### config.mk
export PLATFORM = sky130hd
export DESIGN_NAME = iter_divider
export DESIGN_NICKNAME = d
export VERILOG_FILES = /design/src/rtl/iter_divider_pkg.sv /design/src/rtl/iter_divider_div_step.sv /design/src/rtl/iter_divider.sv
export SDC_FILE = /design/constraint.sdc
export NUM_CORES = 1
export LEC_CHECK = 0
export CAP_MARGIN = 20
export CELL_PAD_IN_SITES_DETAIL_PLACEMENT = 0
export CELL_PAD_IN_SITES_GLOBAL_PLACEMENT = 2
export CORE_AREA = 2 2 138 113
export DETAILED_ROUTE_END_ITERATION = 7
export DIE_AREA = 0 0 140 115
export GPL_TIMING_DRIVEN = 1
export PLACE_DENSITY = 0.86
export SYNTH_ARGS = -nofsm -noshare
export SYNTH_HDL_FRONTEND = slang
export SYNTH_SLANG_ARGS = --single-unit
### constraint.sdc
create_clock -name clk -period 3.5 [get_ports clk]
set_input_delay 1.05 -clock clk [delete_from_list [all_inputs] [get_ports clk]]
set_output_delay 1.05 -clock clk [all_outputs]
set_load 0.02 [all_outputs]
### src/rtl/iter_divider_pkg.sv
// Shared types and constants for the iterative restoring divider.
package iter_divider_pkg;

    localparam int unsigned DIV_WIDTH = 16;

    typedef enum logic [1:0] {
        IDLE   = 2'd0,
        RUN    = 2'd1,
        FINISH = 2'd2
    } div_state_t;

    // Bits needed to hold values 0..value-1 (at least 1).
    function automatic int unsigned clog2(input int unsigned value);
        int unsigned v;
        int unsigned w;
        v = value - 1;
        w = 0;
        while (v > 0) begin
            w = w + 1;
            v = v >> 1;
        end
        return (w == 0) ? 1 : w;
    endfunction

endpackage

### src/rtl/iter_divider_div_step.sv
// One restoring-division iteration: shift in the next dividend bit, trial-subtract the divisor.
module div_step
    import iter_divider_pkg::*;
#(
    parameter int unsigned N = DIV_WIDTH
) (
    input  logic [N-1:0] rem_i,
    input  logic         bit_i,
    input  logic [N-1:0] divisor_i,
    output logic [N-1:0] rem_o,
    output logic         qbit_o
);

    logic [N:0] trial;
    logic [N:0] divisor_ext;

    // Full-width trial keeps the compare exact even when rem has its MSB set.
    always_comb begin
        trial       = {rem_i, bit_i};
        divisor_ext = {1'b0, divisor_i};
        qbit_o      = (trial >= divisor_ext);
        rem_o       = qbit_o ? N'(trial - divisor_ext) : trial[N-1:0];
    end

endmodule

### src/rtl/iter_divider.sv
// Multi-cycle restoring divider with start/done handshake, one quotient bit per cycle.
// Optional two's-complement operands when ITER_DIVIDER_SIGNED_EN is defined.
module iter_divider
    import iter_divider_pkg::*;
#(
    parameter int unsigned n = DIV_WIDTH
) (
    input  logic         clk,
    input  logic         rst,
    input  logic         start,
    input  logic [n-1:0] dividend,
    input  logic [n-1:0] divisor,
    output logic         ready,
    output logic         done,
    output logic [n-1:0] quotient,
    output logic [n-1:0] remainder,
    output logic         div_by_zero
);

    localparam int unsigned CW = clog2(n);

    div_state_t      state_q, state_d;
    logic [CW-1:0]   count_q, count_d;
    logic [n-1:0]    rem_q, rem_d;
    logic [n-1:0]    work_q, work_d;
    logic [n-1:0]    dvs_q, dvs_d;
    logic [n-1:0]    quo_q, quo_d;
    logic [n-1:0]    rmd_q, rmd_d;
    logic            dbz_q, dbz_d;
    logic            done_q, done_d;
    logic            ready_q, ready_d;

    logic [n-1:0]    step_rem;
    logic            step_qbit;
    logic [n-1:0]    step_quo;

`ifdef ITER_DIVIDER_SIGNED_EN
    logic            qneg_q, qneg_d;
    logic            rneg_q, rneg_d;
    logic [n-1:0]    dividend_mag;
    logic [n-1:0]    divisor_mag;

    assign dividend_mag = dividend[n-1] ? -dividend : dividend;
    assign divisor_mag  = divisor[n-1]  ? -divisor  : divisor;
`endif

    div_step #(.N(n)) u_step (
        .rem_i     (rem_q),
        .bit_i     (work_q[n-1]),
        .divisor_i (dvs_q),
        .rem_o     (step_rem),
        .qbit_o    (step_qbit)
    );

    // Dividend bits shift out of the top while quotient bits fill in from the bottom.
    assign step_quo = {work_q[n-2:0], step_qbit};

    always_comb begin
        state_d = state_q;
        count_d = count_q;
        rem_d   = rem_q;
        work_d  = work_q;
        dvs_d   = dvs_q;
        quo_d   = quo_q;
        rmd_d   = rmd_q;
        dbz_d   = dbz_q;
        done_d  = 1'b0;
`ifdef ITER_DIVIDER_SIGNED_EN
        qneg_d  = qneg_q;
        rneg_d  = rneg_q;
`endif

        case (state_q)
            IDLE: begin
                if (start && ready_q) begin
                    if (divisor == '0) begin
                        state_d = FINISH;
                        quo_d   = '1;
                        rmd_d   = dividend;
                        dbz_d   = 1'b1;
                        done_d  = 1'b1;
                    end else begin
                        state_d = RUN;
                        count_d = CW'(n - 1);
                        rem_d   = '0;
`ifdef ITER_DIVIDER_SIGNED_EN
                        work_d  = dividend_mag;
                        dvs_d   = divisor_mag;
                        qneg_d  = dividend[n-1] ^ divisor[n-1];
                        rneg_d  = dividend[n-1];
`else
                        work_d  = dividend;
                        dvs_d   = divisor;
`endif
                    end
                end
            end
            RUN: begin
                rem_d  = step_rem;
                work_d = step_quo;
                if (count_q == '0) begin
                    // Results land as FINISH is entered so they are valid alongside done.
                    state_d = FINISH;
                    done_d  = 1'b1;
                    dbz_d   = 1'b0;
`ifdef ITER_DIVIDER_SIGNED_EN
                    quo_d   = qneg_q ? -step_quo : step_quo;
                    rmd_d   = rneg_q ? -step_rem : step_rem;
`else
                    quo_d   = step_quo;
                    rmd_d   = step_rem;
`endif
                end else begin
                    count_d = count_q - CW'(1);
                end
            end
            FINISH: begin
                state_d = IDLE;
            end
            default: begin
                state_d = IDLE;
            end
        endcase

        ready_d = (state_d == IDLE);
    end

    always_ff @(posedge clk) begin
        if (rst) begin
            state_q <= IDLE;
            count_q <= '0;
            rem_q   <= '0;
            work_q  <= '0;
            dvs_q   <= '0;
            quo_q   <= '0;
            rmd_q   <= '0;
            dbz_q   <= 1'b0;
            done_q  <= 1'b0;
            ready_q <= 1'b1;
`ifdef ITER_DIVIDER_SIGNED_EN
            qneg_q  <= 1'b0;
            rneg_q  <= 1'b0;
`endif
        end else begin
            state_q <= state_d;
            count_q <= count_d;
            rem_q   <= rem_d;
            work_q  <= work_d;
            dvs_q   <= dvs_d;
            quo_q   <= quo_d;
            rmd_q   <= rmd_d;
            dbz_q   <= dbz_d;
            done_q  <= done_d;
            ready_q <= ready_d;
`ifdef ITER_DIVIDER_SIGNED_EN
            qneg_q  <= qneg_d;
            rneg_q  <= rneg_d;
`endif
        end
    end

    assign ready       = ready_q;
    assign done        = done_q;
    assign quotient    = quo_q;
    assign remainder   = rmd_q;
    assign div_by_zero = dbz_q;

endmodule

; Word level (Yosys, flattened, before mapping)
; Cells that the tools add are included.
; W data, S select, Z words.
[word_totals]
reg_bits = 89
in_bits = 35
word_cells = 61
[op_classes]
addsub = 2
order_cmp = 1
n_eq_ne = 6
mux = 31
n_bitwise = 1
reduce_logical = 10
[op_table]
columns = op, n
row1 = $mux W16, 11
row2 = $pmux W16 S2, 4
row3 = $ge A17 B16 Y1, 1
row4 = $logic_not A16 Y1, 1
row5 = $sub A16 B16 Y16, 1
row6 = $mux W4, 3
row7 = $ne A2 B2 Y1 const B, 5
row8 = $pmux W4 S2, 1
row9 = $reduce_and A4 Y1, 2
row10 = $mux W1, 6
row11 = $mux W2, 3
row12 = $reduce_and A3 Y1, 2
row13 = $logic_not A2 Y1, 2
row14 = $logic_not A4 Y1, 1
row15 = $pmux W1 S2, 2
row16 = $pmux W2 S2, 1
row17 = $sub A4 B1 Y4 const B, 1
row18 = $eq A2 B1 Y1 const B, 1
row19 = $reduce_bool A2 Y1, 1
row20 = $logic_and A1 B1 Y1, 1
row21 = $not A1 Y1, 1

; Longest topological paths before layout
[logic_depth]
ltp_word = 5
ltp_mapped = 12

; By module
; From an unflattened synthesis, not the netlist that was laid out.
[hier_totals]
cells_unflattened = 558
area_unflattened_um2 = 4530.6
[by_module_without_submodules]
columns = module, instances, cells_each, area_each_um2, seq_area_each_um2
row1 = iter_divider, 1, 401, 3300.7, 1781.7
row2 = div_step, 1, 157, 1229.9, 0.0

; Least setup slack after synthesis
; No wires, ideal clock.
[synth_path]
path_type = input port to flip-flop
startpoint = in divisor[10]
endpoint = reg quo_q[5] (netlist: quotient[5])
setup_ps = 132
arrival_time_ps = 2634
slack_ps = 734
cell_stages = 7
path_cell_list = nor4_1 -> nand4_1 -> a2111oi_4 -> nand2_1 -> clkbuf_1 -> nor2_1 -> nor3_1
[synth_via]
elab_chain_len = 3
[synth_rtl]
columns = item, line
row1 = start: declaration, iter_divider.sv:12  ; input logic [n-1:0] divisor,
row2 = $logic_not A16 Y1, iter_divider.sv:76  ; if (divisor == '0) begin
row3 = $ne A2 B2 Y1 (no line), n/a
row4 = $reduce_and A4 Y1 (no line), n/a
row5 = end signal: assignment, iter_divider.sv:150  ; quo_q <= quo_d;
row6 = end: declaration, iter_divider.sv:27  ; logic [n-1:0] quo_q, quo_d;
; Every way passes these cells.
; A chain may end at the register's enable or synchronous reset.

; Worst setup path in the final report
[layout_path]
startpoint = in divisor[15]
endpoint = reg rmd_q[15] (netlist: remainder[15])
[layout_via]
elab_chain_len = 3
[layout_rtl]
columns = item, line
row1 = $logic_not A16 Y1, iter_divider.sv:76
row2 = $ne A2 B2 Y1 (no line), n/a
row3 = $reduce_and A4 Y1 (no line), n/a
row4 = end signal: assignment, iter_divider.sv:151  ; rmd_q <= rmd_d;
row5 = end: declaration, iter_divider.sv:28  ; logic [n-1:0] rmd_q, rmd_d;
; Every way passes these cells.

==> results.txt <==
Antenna Nets Post-Route: 0
WL per Instance: 15.18 um
worst ir drop on vdd: 0.3939 mV
relative slew slack: 0.4340
die height: 115 um
Critical-path top delay cell: clkdlybuf4s50_1
critical-path cell list: clkdlybuf4s50_1, nor4_1, nand4_1, a2111oi_4, buf_4, buf_4, nor2_1, a211oi_1, nor2_1, o21ai_0
Total Routing Usage GR: 0.1600
core area: 14,760 sq um
Worst Path Buf+Inv: 3
Worst path depth: 10
Cells after DPL: 810
power density over the cells: 719.9 nW/um^2
Place WS: 0.06071 ns
DR vias: 4,235
Design Area, Final: 5812 sq um
slowest stage delay, CP: 0.44 ns
Pleak: 2.246 nW
Internal Dissipation: 2.600 mW
WP data arrival: 3.39 ns
share of cells above drive strength 1: 0.08163
Reg clk slew, reported paths: 0.07 ns
global-route wire length before repair: 20,550 um
Syn-to-layout area delta: 29.89%
setup TNS: 0 ns
synthesized area: 4474 sq um
failing checks: DRC
Primary FF master, synth: dfxtp_1
vias in the first global route: 4,015
Final Total Pwr: 4.184 mW
Least-Margin Pin Slew: 0.8490 ns
CP endpoint kind: flop
initial DRC count: 296
Finished Core Util: 0.3936
routed wire length: 12,540 um
met1 usage: 0.2234
Final GP Congestion: 0.8249
met2 Use GR: 0.2552
DRT Pass-1 Iters: 7
final-report max-slew violation count: 0
CTS tree: yes
total gr overflow: 0
dominant cells by area after synthesis: dfxtp_1 40%, nand2_1 7.5%, nor2_1 6.2%
worst setup margin: 0.3835 ns
DRC errors left: 4
M3 GR Usage: 0.03665
largest net degree at the start of global routing: 44
Non-Filler Instances: 826
outcome: complete, but fails checks
FMAX: 0.3209 GHz
Period minus WS final: 3.116 ns
fraction of registers with async set/reset: 0
Syn. warnings: 0
Die ar.: 16,100 sq um
combinational power share: 0.449
clk sinks: 89
FF+latch count, synth: 89
EDFF count, synth: 0
Clk Latency, worst-skew pair: 0.34 ns
Cells after Synth: 560
final setup skew: 0.007120 ns
Seq/Total Area, Yosys: 0.3982
Detail Placement HPWL: 9581 um
Final setup viols: 0
Antenna Cells: 0
crit path kind: in -> reg
hold_buf cts: 0
Hold WC Path Type: reg -> reg
RSZ-0062 raised after global routing: false
Nets: 685
WP data required: 3.77 ns
average cell area after synthesis: 7.990 sq um
IO Pins: 70
clock share of power: 0.249
CP Max Fanout: 8
Sw Ratio: 0.3786
clock tree buffer depth: 2
Synth top cells by count: 89 x dfxtp_1, 89 x nand2_1, 74 x nor2_1
Initial Utilization: 0.3031
row cnt: 40
CTS H-tree lvls: 3
Seq pwr share: 0.302
CTS resizes: 0
Top Usage Layer GRT: met2
Reg2Reg Depth: 10
largest area contributor in the netlist: dfxtp_1
Hold WS: 0.4551 ns
Startpoint Class: input port
Distinct cells, synth: 55
Final Hold Viols: 0
Synth top area share: 0.3982
initial antenna violation count: 0
Placement Cell Area: 5492 sq um
Max-Cap Viols: 0
Worst Hold Path Cells: 2
post-CTS setup buffers: 0
Switch Pwr: 1.584 mW
Top delay family on crit path: simple AND/OR/NAND/NOR gates
Die W: 140 um
port buffer count: 69
Tcrit/Tclk final: 0.8904
post-synth net total: 613
TritonCTS buffer count: 9
clock root cell: clkbuf_16
drt via density: 5.127
cell usage in the layout (no fill, tap or decap), types with 3 or more instances in the layout:
master / synthesis / layout
inv_1: 22 / 22
nand4_1: 5 / 5
ha_1: 17 / 17
mux2_2: 5 / 5
a21oi_1: 50 / 50
and3_1: 3 / 3
xnor2_1: 6 / 6
a31oi_1: 5 / 5
a311oi_1: 17 / 17
clkdlybuf4s50_1: 0 / 68
xor2_1: 6 / 6
nand2b_1: 12 / 12
clkbuf_16: 0 / 9
nor3_1: 25 / 25
a22o_1: 7 / 7
nor2b_1: 3 / 3
mux2i_1: 6 / 6
a211oi_1: 5 / 5
o21bai_1: 4 / 4
dfxtp_1: 89 / 89
buf_12: 0 / 4
nand2_1: 89 / 89
o31ai_1: 3 / 3
clkinvlp_4: 0 / 3
o22ai_1: 5 / 5
a221oi_1: 3 / 3
nor2_1: 74 / 73
buf_4: 1 / 20
a21o_1: 8 / 8
o21ai_1: 4 / 4
nor4_1: 7 / 7
o21ai_0: 14 / 14
and2_1: 4 / 4
nand3_1: 3 / 3
final cells by class:
type                            count  area (sq um)
Inverter                           22         82.58
Multi-Input combinational cell    417          2475
Sequential cell                    89          1782
Clock inverter                      6         91.34
Timing Repair Buffer               93         915.9
Fill cell                        1491          8952
Tap cell                          189         236.5
Clock buffer                       10         229.0
power groups by stage:
stage	Clock, mW	Combinational, mW	Sequential, mW
floorplan	0	1.28	1.31
global placement	0	1.84	1.28
detailed placement	0	1.86	1.29
CTS	1.06	1.87	1.26
global route	1.11	2.06	1.28
finish	1.04	1.88	1.26
worst paths after layout:
check              start       endpoint  slack (ns)
min             dvs_q[8]       dvs_q[8]        0.46
max          divisor[15]  remainder[15]        0.38
max reg2reg     dvs_q[3]   remainder[4]        0.63
min reg2reg     dvs_q[8]       dvs_q[8]        0.46
tightest hold or removal path, stage by stage (launching register included):
cell and delay, ns:
dfxtp_1 0.31, nand2_1 0.05, a21oi_1 0.05
state kept, by name (all words and copies together) (netlist names):
| register | count |
|---|---|
| dvs_q | 16 |
| quotient | 16 |
| rem_q | 16 |
| remainder | 16 |
| work_q | 16 |
| count_q | 4 |
| state_q | 2 |
| div_by_zero | 1 |
| done | 1 |
| ready | 1 |
routing by layer:
metal,wire length [um],vias to the layer above,share of wire
li1,-,2128,-
met1,6194,2008,0.49
met5,0,-,0
met3,583,6,0.046
met2,5704,93,0.45
met4,57,0,0.0045
cells by family after synthesis:
family / after synthesis / synth area share
DFF: 89 / 0.3982
muxes: 13 / 0.03272
AOI/OAI and AO/OA: 145 / 0.2226
buffers and inverters: 54 / 0.04922
adders and majority gates: 18 / 0.05201
xor gates and xnor gates: 12 / 0.02349
and+or+nand+nor: 229 / 0.2218
Note: power is estimated with default switching activity, not from simulation.
